$ cat src/rtl/spi_bus_bridge.sv
// spi_bus_bridge
//   Lets an external host reach the internal bus master port over a bit-serial,
//   SPI-like link (sclk/mosi/miso, no chip select). It is used for program load
//   and debug while the core is held disabled. The host can issue single or
//   auto-incrementing burst reads and writes. The bridge reports bus errors and
//   a bus timeout back to the host.
//
//   Frame from the host, LSB first:
//     start(0), ADDR_W address bits, we, inc, [DATA_W data bits if we]
//   After the bus cycle the host polls miso:
//     busy(1)... done(0), err, [DATA_W read bits], continue
//
// Ports
//   i_clk    in   system clock, all logic on the rising edge
//   i_rst_n  in   asynchronous active-low reset
//   i_sclk   in   host serial clock, asynchronous, idles high
//   i_mosi   in   host data, asynchronous, idles high
//   o_miso   out  status / read data to the host, registered
//   o_req    out  bus request, held until i_ack / i_err / timeout
//   o_we     out  1 = write, 0 = read
//   o_addr   out  bus address
//   o_data   out  write data; holds the last written word
//   i_ack    in   bus completion strobe
//   i_err    in   bus error strobe; takes priority over i_ack
//   i_data   in   read data, valid together with i_ack
//   o_busy   out  high whenever the bridge is not idle
module spi_bus_bridge #(
    parameter int ADDR_W  = 24,
    parameter int DATA_W  = 16,
    parameter int TIMEOUT = 255,
    parameter int SYNC    = 2
) (
    input  logic              i_clk,
    input  logic              i_rst_n,
    input  logic              i_sclk,
    input  logic              i_mosi,
    output logic              o_miso,
    output logic              o_req,
    output logic              o_we,
    output logic [ADDR_W-1:0] o_addr,
    output logic [DATA_W-1:0] o_data,
    input  logic              i_ack,
    input  logic              i_err,
    input  logic [DATA_W-1:0] i_data,
    output logic              o_busy
);

    localparam int MAXW = (ADDR_W > DATA_W) ? ADDR_W : DATA_W;
    localparam int BW   = $clog2(MAXW + 1);
    localparam int TW   = (TIMEOUT > 1) ? $clog2(TIMEOUT) : 1;

    localparam logic [BW-1:0] ADDR_LAST = BW'(ADDR_W - 1);
    localparam logic [BW-1:0] DATA_LAST = BW'(DATA_W - 1);
    localparam logic [TW-1:0] TCNT_LAST = TW'((TIMEOUT > 0) ? TIMEOUT - 1 : 0);

    typedef enum logic [3:0] {
        S_IDLE,
        S_ADDR,
        S_CMD0,
        S_CMD1,
        S_WDATA,
        S_BUS,
        S_STAT,
        S_ERRB,
        S_RDATA,
        S_CONT
    } state_t;

    // Synchronisers. They reset to the idle-high level so that leaving reset
    // with the link idle cannot fake a rising edge.
    logic [SYNC-1:0] sclk_sync;
    logic [SYNC-1:0] mosi_sync;
    logic            sclk_prev;
    logic            sclk_rise;
    logic            mosi_bit;

    always_ff @(posedge i_clk or negedge i_rst_n) begin
        if (!i_rst_n) begin
            sclk_sync <= '1;
            mosi_sync <= '1;
            sclk_prev <= 1'b1;
        end else begin
            sclk_sync <= {sclk_sync[SYNC-2:0], i_sclk};
            mosi_sync <= {mosi_sync[SYNC-2:0], i_mosi};
            sclk_prev <= sclk_sync[SYNC-1];
        end
    end

    assign sclk_rise = sclk_sync[SYNC-1] & ~sclk_prev;
    assign mosi_bit  = mosi_sync[SYNC-1];

    state_t            state_q, state_d;
    logic [BW-1:0]     bitcnt_q, bitcnt_d;
    logic [TW-1:0]     tcnt_q, tcnt_d;
    logic [ADDR_W-1:0] addr_q, addr_d;
    logic [DATA_W-1:0] data_q, data_d;
    logic [DATA_W-1:0] rdata_q, rdata_d;
    logic              we_q, we_d;
    logic              inc_q, inc_d;
    logic              err_q, err_d;
    logic              miso_q, miso_d;
    logic              timeout_hit;

    assign timeout_hit = (TIMEOUT != 0) && (tcnt_q == TCNT_LAST);

    always_comb begin
        state_d  = state_q;
        bitcnt_d = bitcnt_q;
        tcnt_d   = '0;
        addr_d   = addr_q;
        data_d   = data_q;
        rdata_d  = rdata_q;
        we_d     = we_q;
        inc_d    = inc_q;
        err_d    = err_q;

        case (state_q)
            S_IDLE: begin
                if (sclk_rise && !mosi_bit) begin
                    state_d  = S_ADDR;
                    bitcnt_d = '0;
                end
            end
            S_ADDR: begin
                if (sclk_rise) begin
                    addr_d = {mosi_bit, addr_q[ADDR_W-1:1]};
                    if (bitcnt_q == ADDR_LAST) begin
                        state_d  = S_CMD0;
                        bitcnt_d = '0;
                    end else begin
                        bitcnt_d = bitcnt_q + 1'b1;
                    end
                end
            end
            S_CMD0: begin
                if (sclk_rise) begin
                    we_d    = mosi_bit;
                    state_d = S_CMD1;
                end
            end
            S_CMD1: begin
                if (sclk_rise) begin
                    inc_d    = mosi_bit;
                    state_d  = we_q ? S_WDATA : S_BUS;
                    bitcnt_d = '0;
                end
            end
            S_WDATA: begin
                if (sclk_rise) begin
                    data_d = {mosi_bit, data_q[DATA_W-1:1]};
                    if (bitcnt_q == DATA_LAST) begin
                        state_d  = S_BUS;
                        bitcnt_d = '0;
                    end else begin
                        bitcnt_d = bitcnt_q + 1'b1;
                    end
                end
            end
            S_BUS: begin
                // Host edges are ignored here; the host just polls miso.
                if (i_err) begin
                    err_d   = 1'b1;
                    state_d = S_STAT;
                end else if (i_ack) begin
                    err_d   = 1'b0;
                    rdata_d = i_data;
                    state_d = S_STAT;
                end else if (timeout_hit) begin
                    err_d   = 1'b1;
                    state_d = S_STAT;
                end else begin
                    tcnt_d = tcnt_q + 1'b1;
                end
            end
            S_STAT: begin
                if (sclk_rise) state_d = S_ERRB;
            end
            S_ERRB: begin
                if (sclk_rise) begin
                    state_d  = (!we_q && !err_q) ? S_RDATA : S_CONT;
                    bitcnt_d = '0;
                end
            end
            S_RDATA: begin
                // Read data leaves through bit 0 of a shift register.
                if (sclk_rise) begin
                    rdata_d = rdata_q >> 1;
                    if (bitcnt_q == DATA_LAST) begin
                        state_d  = S_CONT;
                        bitcnt_d = '0;
                    end else begin
                        bitcnt_d = bitcnt_q + 1'b1;
                    end
                end
            end
            S_CONT: begin
                if (sclk_rise) begin
                    if (inc_q && !mosi_bit) begin
                        addr_d   = addr_q + 1'b1;
                        state_d  = we_q ? S_WDATA : S_BUS;
                        bitcnt_d = '0;
                    end else begin
                        state_d = S_IDLE;
                    end
                end
            end
            default: state_d = S_IDLE;
        endcase
    end

    // miso follows the registered state one cycle later.
    always_comb begin
        miso_d = 1'b1;
        case (state_q)
            S_STAT:  miso_d = 1'b0;
            S_ERRB:  miso_d = err_q;
            S_RDATA: miso_d = rdata_q[0];
            default: miso_d = 1'b1;
        endcase
    end

    always_ff @(posedge i_clk or negedge i_rst_n) begin
        if (!i_rst_n) begin
            state_q  <= S_IDLE;
            bitcnt_q <= '0;
            tcnt_q   <= '0;
            addr_q   <= '0;
            data_q   <= '0;
            rdata_q  <= '0;
            we_q     <= 1'b0;
            inc_q    <= 1'b0;
            err_q    <= 1'b0;
            miso_q   <= 1'b1;
        end else begin
            state_q  <= state_d;
            bitcnt_q <= bitcnt_d;
            tcnt_q   <= tcnt_d;
            addr_q   <= addr_d;
            data_q   <= data_d;
            rdata_q  <= rdata_d;
            we_q     <= we_d;
            inc_q    <= inc_d;
            err_q    <= err_d;
            miso_q   <= miso_d;
        end
    end

    assign o_req  = (state_q == S_BUS);
    assign o_busy = (state_q != S_IDLE);
    assign o_we   = we_q;
    assign o_addr = addr_q;
    assign o_data = data_q;
    assign o_miso = miso_q;

endmodule
$ cat config.mk
export PLATFORM = sky130hd
export DESIGN_NAME = spi_bus_bridge
export DESIGN_NICKNAME = d
export VERILOG_FILES = /design/src/rtl/spi_bus_bridge.sv
export SDC_FILE = /design/constraint.sdc
export NUM_CORES = 1
export LEC_CHECK = 0
export ABC_CLOCK_PERIOD_IN_PS = 2100
export BUFFER_PORTS_ARGS = -buffer_cell sky130_fd_sc_hd__buf_2
export CORE_MARGIN = 3
export CORE_UTILIZATION = 28
export CTS_BUF_LIST = sky130_fd_sc_hd__clkbuf_4
export DETAILED_ROUTE_END_ITERATION = 8
export PLACE_DENSITY = 0.45
export SLEW_MARGIN = 20
export SYNTH_ARGS = -nofsm -noshare
export SYNTH_HDL_FRONTEND = slang
export SYNTH_SLANG_ARGS = --single-unit
$ cat constraint.sdc
create_clock -name i_clk -period 2.1 [get_ports i_clk]
set_input_delay 0.105 -clock i_clk [delete_from_list [all_inputs] [get_ports i_clk]]
set_output_delay 0.105 -clock i_clk [all_outputs]
set_load 0.005 [all_outputs]
==> impl_metrics.yaml, run 1 <==
worst_setup_path:
  cp-startpoint: "state_q[3]"
  crit_path_start_kind: "register"
  setup.worst_path.class: "register to register"
  worst_ep_arrival_time_ns: 2.33
  crit_required_ns: 2.44
  timing.critical_path.to_type: "register"
  rr_startpoint: "state_q[3]"
  critPathMaxFanout: 8
routing:
  totalWireLength_mm: 10.82
  drt-vias-per-instance: 5.053
  route.detailed.drc: 0
  final_antenna_net_count: 0
  initialDrtViolationCount: 152
  drt-pass1-iter-count: 4
  post_drt_wl_per_cell_um: 14.84
  vias: 3684
power_and_ir_drop:
  pwr-share-clk: 0.158
  p_comb_frac: 0.378
  sw_frac_of_total: 0.3993
  total_leakage_power_uw: 0.002358
  ir_drop_worst_case_vdd_mv: 0.3985
  power_report.internal_total_uw: 3283
  sequential_fraction_of_design_power: 0.463
  pwr_density_cell_nw_per_um2: 1034
  total_switching_power_uw: 2183
floorplanning:
  design.portCount: 66
  rows: 44
  die_h_um: 128.8
  die_area_um2: 16590
  die_width_um: 128.8
  design.core.area_um2: 14640
  floorplan.initialDensity: 0.2883
global_route:
  maximum_number_of_pins_on_one_net_before_global_route_repair: 52
  track_usage: 0.1349
  grt_first_pass_wirelength_mm: 18.07
  antenna_violations_before_repair: 0
  first_global_vias: 3662
  gr-total-overflow: 0
synth:
  synth_simple_gate_area_share: 0.1772
  synthDistinctLibCells: 54
  synth_seq_cells: 82
  synth-edff-count: 0
  synth_largest_type_area_fraction: 0.4505
  total_of_warnings_raised_by_yosys: 0
  synth.cells.most_frequent: "dfrtp_1, nand2_1, o21ai_0, a21oi_1, nor2_1"
  async_reset_ff_frac: 1.000
  combinational_family_with_the_most_area_after_synthesis: "compound AO/OA/AOI/OAI gates"
  synthesis.area_per_instance_um2: 9.638
  yosys_most_used_dff: "dfrtp_1"
  post-synth-top-count-cell: "dfrtp_1"
  post_synth_mux_area_share: 0.08684
  xor_xnor_cell_area_share_of_the_yosys_netlist: 0.01037
  yosys.area_share.adder: 0.01778
  largest_cells_by_area_after_synthesis: "dfrtp_1, o21ai_0, a21oi_1, mux2_2, nand2_1"
  part_of_the_yosys_area_used_for_sequential_elements: 0.4878
  synthesis.instances: 438
  syn-cell-area_um2: 4222
  post_synth_top_area_cell: "dfrtp_1"
  syn-num-nets: 466
  synth_compound_area_frac: 0.1835
clocking:
  insertion_delay_ns: 0.46
  cts_buffers: 9
  cts_num_sinks: 82
  clk_transition_reported_paths_ns: 0.14
  h-tree-depth: 3
  max-clock-path-buffers: 2
  cts_tree: "done"
  clock_tree_root: "clkbuf_4"
sta:
  fmax_ghz: 0.5017
  tightest_slew_ns: 0.4836
  drv_slew: 0
  timing.clock.skew_ns: 0.01942
  layout_setup_ws_ns: 0.1067
  setup_viol: 0
  rsz0062_at_grt: "false"
  final.min_clock_period_ns: 1.993
  slew-limit-headroom: 0.6731
  timing.setup.tns_ns: 0
  hold_violation_count_in_the_final_report: 0
  layout_worst_path_cycle_share: 0.9492
placement:
  io_buffers: 65
  globalplace.congestion: 0.7846
  dp_worst_setup_slack_ns: 0.1274
  detailed_place_hpwl_mm: 7.266
worst_hold_path:
  hold_path_startpoint: "i_ack"
  hold_path.class: "primary input to register"
cells_and_area:
  antennaDiodeCount: 0
  final_stage_net_count: 568
  syn2layout_area_growth_pct: 25.22
  drive_gt1_frac: 0.2679
job:
  max-cap-violations: 0
status:
  outcome: "finished, final reports clean"
## through the flow
| stage | instance area (um2) | hold slack, ns | cells | power (uW) | utilization |
|---|---|---|---|---|---|
| detailed placement | 4954 | 0.09865 | 692 | 4597 | 0.3383 |
| CTS | 5280 | 0.08529 | 729 | 5533 | 0.3606 |
| global placement | 4954 | 0.09701 | 692 | 4568 | 0.3383 |
| global route | 5286 | 0.1163 | 729 | 5948 | 0.3610 |
| floorplan | 4222 | -0.1906 | 438 | 3739 | - |
| finish | 5286 | 0.1226 | 729 | 5466 | 0.3610 |
## state kept, by name, summed over array words and instances, names as in the netlist
name,cells
inc_q,1
o_addr,24
sclk_sync,2
tcnt_q,8
rdata_q,16
state_q,4
bitcnt_q,5
o_data,16
mosi_sync,2
err_q,1
o_miso,1
sclk_prev,1
o_we,1
## kinds of logic (layout without fill, tap and decap cells)
logic type	after synthesis	in the layout
flip-flops	82	82
adder cells (fa/ha/maj)	6	6
multiplexers	34	34
AO/OA/AOI/OAI	125	125
AND/OR/NAND/NOR	150	150
XOR/XNOR	5	5
buffers and inverters	36	143
## power groups by stage
stage	Clock (uW)	Combinational, uW	Sequential, uW
5_1_grt	993	2340	2620
2_1_floorplan	0	1300	2440
3_5_place_dp	0	2040	2560
6_report	866	2070	2530
4_1_cts	927	2080	2530
3_3_place_gp	0	2020	2540
## routing by layer
metal | up-vias | part of all wire | wire, um | global-route usage
met3 | 14 | 0.046 | 501 | 0.03487
li1 | 1797 | - | - | -
met5 | - | 0 | 0 | 0
met4 | 0 | 0.015 | 164 | 0.04509
met2 | 86 | 0.48 | 5155 | 0.2226
met1 | 1787 | 0.46 | 4995 | 0.1725
## final timing paths
check                      slack [ns]  cells past startpoint      endpoint
setup / recovery                 0.11                      4   bitcnt_q[0]
setup reg to reg                 0.11                      4   bitcnt_q[0]
min in group asynchronous        0.13                      2     tcnt_q[3]
hold / removal                   0.12                      5     tcnt_q[2]
max in group asynchronous        1.28                      3  sclk_sync[0]
hold reg to reg                  0.37                      0  mosi_sync[1]
## cell type report
cell class / count / area, um2
Fill cell: 1495 / 9358
Sequential cell: 82 / 2061
Multi-Input combinational cell: 320 / 2024
Timing Repair Buffer: 116 / 813.3
Tap cell: 184 / 230.2
Clock buffer: 10 / 75.07
Clock inverter: 6 / 41.29
Inverter: 11 / 41.29
## critical path, cell delays in order (launching register included)
cell and delay, ns:
dfrtp_1 0.46, or4_4 0.56, o311a_1 0.15, a32oi_4 0.39, mux2_4 0.34
## cell usage in the layout, fill, tap and decap left out, types with 4 or more instances in the layout
cell | Yosys | routed
a21oi_1 | 39 | 39
a2bb2oi_1 | 8 | 7
and3_1 | 4 | 4
buf_12 | 0 | 4
buf_2 | 9 | 64
buf_4 | 0 | 27
clkbuf_4 | 0 | 10
dfrtp_1 | 76 | 75
dfstp_2 | 6 | 6
dlygate4sd3_1 | 0 | 21
ha_1 | 6 | 6
inv_1 | 11 | 11
mux2_2 | 17 | 17
mux2i_1 | 16 | 16
nand2_1 | 44 | 44
nand3_1 | 28 | 28
nand4_1 | 11 | 11
nor2_1 | 32 | 32
nor3_1 | 9 | 8
o21ai_0 | 42 | 42
o22ai_1 | 7 | 7
or3_1 | 4 | 4
xor2_1 | 4 | 4
## repair_timing
| action | CTS | global route |
|---|---|---|
| hold buffers | 21 | 0 |
| resized for setup | 0 | 3 |
| setup endpoints to repair | 0 | 5 |
| hold endpoints to repair | 89 | 0 |
| buffers inserted | 0 | 0 |
(Power assumes the default switching activity.)
==> run 2, diff against run 1 <==
- ABC_CLOCK_PERIOD_IN_PS: 2100 -> 2200
- clock period: 2.1 -> 2.2 ns (I/O delays scaled with it)
==> impl_metrics.yaml, run 2 (synthesized netlist as in run 1, its figures left out) <==
clocking:
  h-tree-depth: 3
  cts_setup_buffers: 0
  max-clock-path-buffers: 2
  cts_num_sinks: 82
  clock_tree_root: "clkbuf_4"
  insertion_delay_ns: 0.45
  cts_buffers: 9
  cts_tree: "done"
  clk_transition_reported_paths_ns: 0.13
placement:
  dp_worst_setup_slack_ns: 0.06660
  io_buffers: 65
  dp_cells: 685
  globalplace.congestion: 0.7929
  detailed_place_hpwl_mm: 6.909
global_route:
  track_usage: 0.1324
  antenna_violations_before_repair: 0
  maximum_number_of_pins_on_one_net_before_global_route_repair: 72
  first_global_vias: 3514
  grt_first_pass_wirelength_mm: 17.80
  gr-total-overflow: 0
sta:
  slew-limit-headroom: 0.3742
  layout_worst_path_cycle_share: 0.9411
  tightest_slew_ns: 0.9388
  drv_slew: 0
  final.min_clock_period_ns: 2.070
  timing.clock.skew_ns: 0.02160
  hold_violation_count_in_the_final_report: 0
  layout_setup_ws_ns: 0.1296
  setup_viol: 0
  fmax_ghz: 0.4830
  timing.setup.tns_ns: 0
  rsz0062_at_grt: "false"
cells_and_area:
  largest_register_ff_count: 24
  syn2layout_area_growth_pct: 24.75
  final_stage_net_count: 561
  antennaDiodeCount: 0
  layout.cells.most_common: "dfrtp_1"
  mostFrequentLayoutCells: "dfrtp_1, buf_2, nand2_1"
  drive_gt1_frac: 0.2565
  final_cell_count_no_fill: 722
worst_setup_path:
  reg2reg_to: "bitcnt_q[0]"
  critical_path.max_stage_delay_ns: 0.57
  rr_startpoint: "state_q[1]"
  rr_worst_depth: 4
  crit_path_top_delay_cell: "dfrtp_1"
  worst_ep_arrival_time_ns: 2.40
  critPathMaxFanout: 15
  worst_path_cell_trace: "or4_4 > o311a_1 > a32oi_4 > mux2_4"
  worst-r2r-setup-slack_ns: 0.13
  crit_path_start_kind: "register"
  crit_required_ns: 2.53
  setup.worst_path.class: "register to register"
  cp-startpoint: "state_q[1]"
  timing.critical_path.to_type: "register"
routing:
  final_antenna_net_count: 0
  post_drt_wl_per_cell_um: 14.44
  initialDrtViolationCount: 231
  drt-vias-per-instance: 5.054
  drt-pass1-iter-count: 4
  route.detailed.drc: 0
  totalWireLength_mm: 10.43
  vias: 3649
status:
  outcome: "finished, final reports clean"
worst_hold_path:
  hold_path_startpoint: "i_ack"
  hold_end: "tcnt_q[2]"
  timing.hold.worst_path_depth: 5
  hold_path.class: "primary input to register"
power_and_ir_drop:
  total_leakage_power_uw: 0.002347
  ir_drop_worst_case_vdd_mv: 0.3809
  pwr_density_cell_nw_per_um2: 1012
job:
  max-cap-violations: 0
floorplanning:
  die_h_um: 128.8
  die_area_um2: 16590
  design.portCount: 66
  die_width_um: 128.8
  design.core.area_um2: 14640
  rows: 44
  floorplan.initialDensity: 0.2883
-- run 2: cell types whose count changed in the layout (fill, tap and decap cells not counted), sizes merged --
cell	delta
clkinv	-1
clkbuf	+1
bufinv	+2
inv	-2
buf	-7
-- run 2: power breakdown --
group | switching (uW) | internal (uW)
Clock | 545 | 485
Combinational | 988 | 893
Sequential | 491 | 1930
-- run 2: critical path: cells and delay by family, from the launching register on --
kind	cells	cell delay, ns
simple gates	1	0.50
flops	1	0.57
compound gates	2	0.54
mux	1	0.33
-- run 2: what timing repair did --
item	CTS	global route
hold endpoints to repair	82	0
setup endpoints to repair	0	5
resized for setup	0	1
hold buffers	21	0
-- run 2: worst max-delay path by stage --
stage                   to  slack [ns]  depth (start not counted)
6_report       bitcnt_q[0]        0.13                          4
5_1_grt        bitcnt_q[3]       0.007                          5
4_1_cts         state_q[1]        0.05                          8
3_5_place_dp    state_q[1]        0.07                          8
3_3_place_gp    state_q[2]        0.17                          8
2_1_floorplan  bitcnt_q[0]        0.29                          5
-- run 2: final cells by class --
type | instances | area [um2]
fill | 1539 | 9378
sequential | 82 | 2059
multi-input combinational | 320 | 2024
timing repair buffer | 109 | 748.2
tap | 184 | 230.2
clock buffer | 11 | 82.58
clock inverter | 5 | 80.08
inverter | 11 | 41.29
-- run 2: through the flow --
stage | utilization | power (uW) | area, um2 | hold slack [ns]
after CTS | 0.3593 | 5419 | 5261 | 0.08981
after global placement | 0.3338 | 4279 | 4888 | 0.2189
final | 0.3596 | 5329 | 5266 | 0.1337
after global routing | 0.3596 | 5809 | 5266 | 0.1142
after detailed placement | 0.3338 | 4313 | 4888 | 0.2195
after floorplan | - | 3569 | 4222 | -0.1856
-- run 2: metal layers --
layer  part of all wire  up-vias  wire [um]  track usage
met3              0.043       11        444      0.03902
li1                   -     1790          -            -
met2               0.46       77       4817       0.2052
met1               0.48     1771       5027       0.1800
met4              0.013        0        138      0.03830
met5                  0        -          0            0
==> run 3, diff against run 2 <==
- CORE_UTILIZATION: 28 -> 55
- PLACE_DENSITY: 0.45 -> 0.78
==> impl_metrics.yaml, run 3 (synthesized netlist as in run 1, its figures left out) <==
status:
  outcome: "finished, final reports clean"
power_and_ir_drop:
  sequential_fraction_of_design_power: 0.446
  pwr-share-clk: 0.190
  ir_drop_worst_case_vdd_mv: 0.7121
  p_comb_frac: 0.363
  pwr_density_cell_nw_per_um2: 1044
  total_leakage_power_uw: 0.002330
  power_report.internal_total_uw: 3320
  total_switching_power_uw: 2054
  sw_frac_of_total: 0.3823
worst_setup_path:
  worst_ep_arrival_time_ns: 2.35
  worst_path_cell_trace: "or4_4 > o311a_1 > a32oi_4 > mux2i_1 > o21ai_1"
  cp-startpoint: "state_q[1]"
  setup.worst_path.class: "register to register"
  rr_startpoint: "state_q[1]"
  crit_required_ns: 2.52
  critPathMaxFanout: 10
  crit_path_top_delay_cell: "dfrtp_1"
  timing.critical_path.buf_inv: 0
  crit_path_start_kind: "register"
  cp_top_family: "compound AO/OA/AOI/OAI gates"
  timing.critical_path.to_type: "register"
  critical_path.max_stage_delay_ns: 0.53
sta:
  rsz0062_at_grt: "false"
  hold_violation_count_in_the_final_report: 0
  layout_worst_path_cycle_share: 0.9239
  final.min_clock_period_ns: 2.033
  slew-limit-headroom: 0.6339
  timing.setup.tns_ns: 0
  fmax_ghz: 0.4920
  layout_setup_ws_ns: 0.1674
  tightest_slew_ns: 0.5491
  timing.clock.skew_ns: 0.02085
  setup_viol: 0
  drv_slew: 0
clocking:
  cts_tree: "done"
  cts_setup_buffers: 0
  cts_num_sinks: 82
  cts_buffers: 9
  clock_tree_root: "clkbuf_4"
  max-clock-path-buffers: 2
  insertion_delay_ns: 0.44
  h-tree-depth: 3
  clk_transition_reported_paths_ns: 0.13
floorplanning:
  rows: 31
  die_width_um: 93.61
  die_h_um: 93.61
  design.portCount: 66
  design.core.area_um2: 7331
  floorplan.initialDensity: 0.5759
  die_area_um2: 8763
routing:
  initialDrtViolationCount: 287
  drt-pass1-iter-count: 6
  route.detailed.drc: 0
  drt-vias-per-instance: 5.812
  final_antenna_net_count: 0
  vias: 3673
  post_drt_wl_per_cell_um: 15.13
  totalWireLength_mm: 9.561
cells_and_area:
  drive_gt1_frac: 0.2589
  layout.cells.most_common: "dfrtp_1"
  mostFrequentLayoutCells: "dfrtp_1, buf_2, nand2_1"
  final_stage_net_count: 556
  syn2layout_area_growth_pct: 21.99
  antennaDiodeCount: 0
  final_cell_count_no_fill: 632
  largest_register_ff_count: 24
global_route:
  antenna_violations_before_repair: 0
  gr-total-overflow: 0
  track_usage: 0.2286
  first_global_vias: 3423
  maximum_number_of_pins_on_one_net_before_global_route_repair: 43
  grt_first_pass_wirelength_mm: 16.01
placement:
  io_buffers: 65
  dp_worst_setup_slack_ns: 0.06054
  detailed_place_hpwl_mm: 6.274
  dp_cells: 598
  globalplace.congestion: 0.8530
job:
  max-cap-violations: 0
worst_hold_path:
  hold_path_startpoint: "i_data[4]"
  hold_path.class: "primary input to register"
==> run 3: cell types whose count changed in the layout (fill, tap and decap cells not counted), sizes merged <==
| cell | before | now |
|---|---|---|
| clkinvlp | 2 | 1 |
| buf | 88 | 86 |
| dlygate4sd3 | 21 | 18 |
| inv | 11 | 13 |
| clkbuf | 11 | 10 |
==> run 3: power by group through the flow <==
stage	clock, uW	combinational [uW]	sequential (uW)
CTS	1050	1920	2390
global placement	0	1810	2390
global route	1120	2180	2470
finish	1020	1950	2400
floorplan	0	1240	2330
detailed placement	0	1870	2420
==> run 3: per-layer routing <==
metal / part of all wire / global-route usage
met5: 0 / 0
met4: 0.015 / 0.08544
met3: 0.059 / 0.04907
met2: 0.48 / 0.3633
met1: 0.44 / 0.3087
==> run 3: cell type report <==
type / count / area, um2
timing repair buffer: 104 / 715.7
fill: 560 / 2181
inverter: 11 / 41.29
tap: 99 / 123.9
clock buffer: 10 / 75.07
clock inverter: 6 / 90.09
multi-input combinational: 320 / 2044
sequential: 82 / 2059
==> run 3: worst paths after layout <==
path                                end  slack, ns  depth (start not counted)
setup / recovery            bitcnt_q[3]       0.17                          5
hold / removal               rdata_q[4]       0.02                          3
setup reg to reg            bitcnt_q[3]       0.17                          5
hold reg to reg            mosi_sync[1]       0.36                          0
max in group asynchronous  mosi_sync[0]       1.35                          3
min in group asynchronous   rdata_q[11]       0.18                          2
==> run 3: metrics by stage <==
step / power (uW) / area (um2) / hold WS, ns / util
2_1_floorplan: 3569 / 4222 / -0.1856 / -
3_3_place_gp: 4206 / 4780 / 0.1339 / 0.6520
3_5_place_dp: 4287 / 4780 / 0.1356 / 0.6520
4_1_cts: 5355 / 5130 / 0.01202 / 0.6998
5_1_grt: 5767 / 5150 / 0.006825 / 0.7025
6_report: 5374 / 5150 / 0.01503 / 0.7025
==> run 3: worst reg2reg max path, stage by stage, from the launching register on <==
cell and delay (ns):
dfrtp_1 0.53, or4_4 0.49, o311a_1 0.16, a32oi_4 0.41, mux2i_1 0.25, o21ai_1 0.09
==> run 3: repair_timing <==
action	in CTS	in global routing
resized for setup	1	3
endpoints found under the setup margin	1	2
hold buffers	18	0
pin swaps	0	0
hold endpoints to repair	57	0
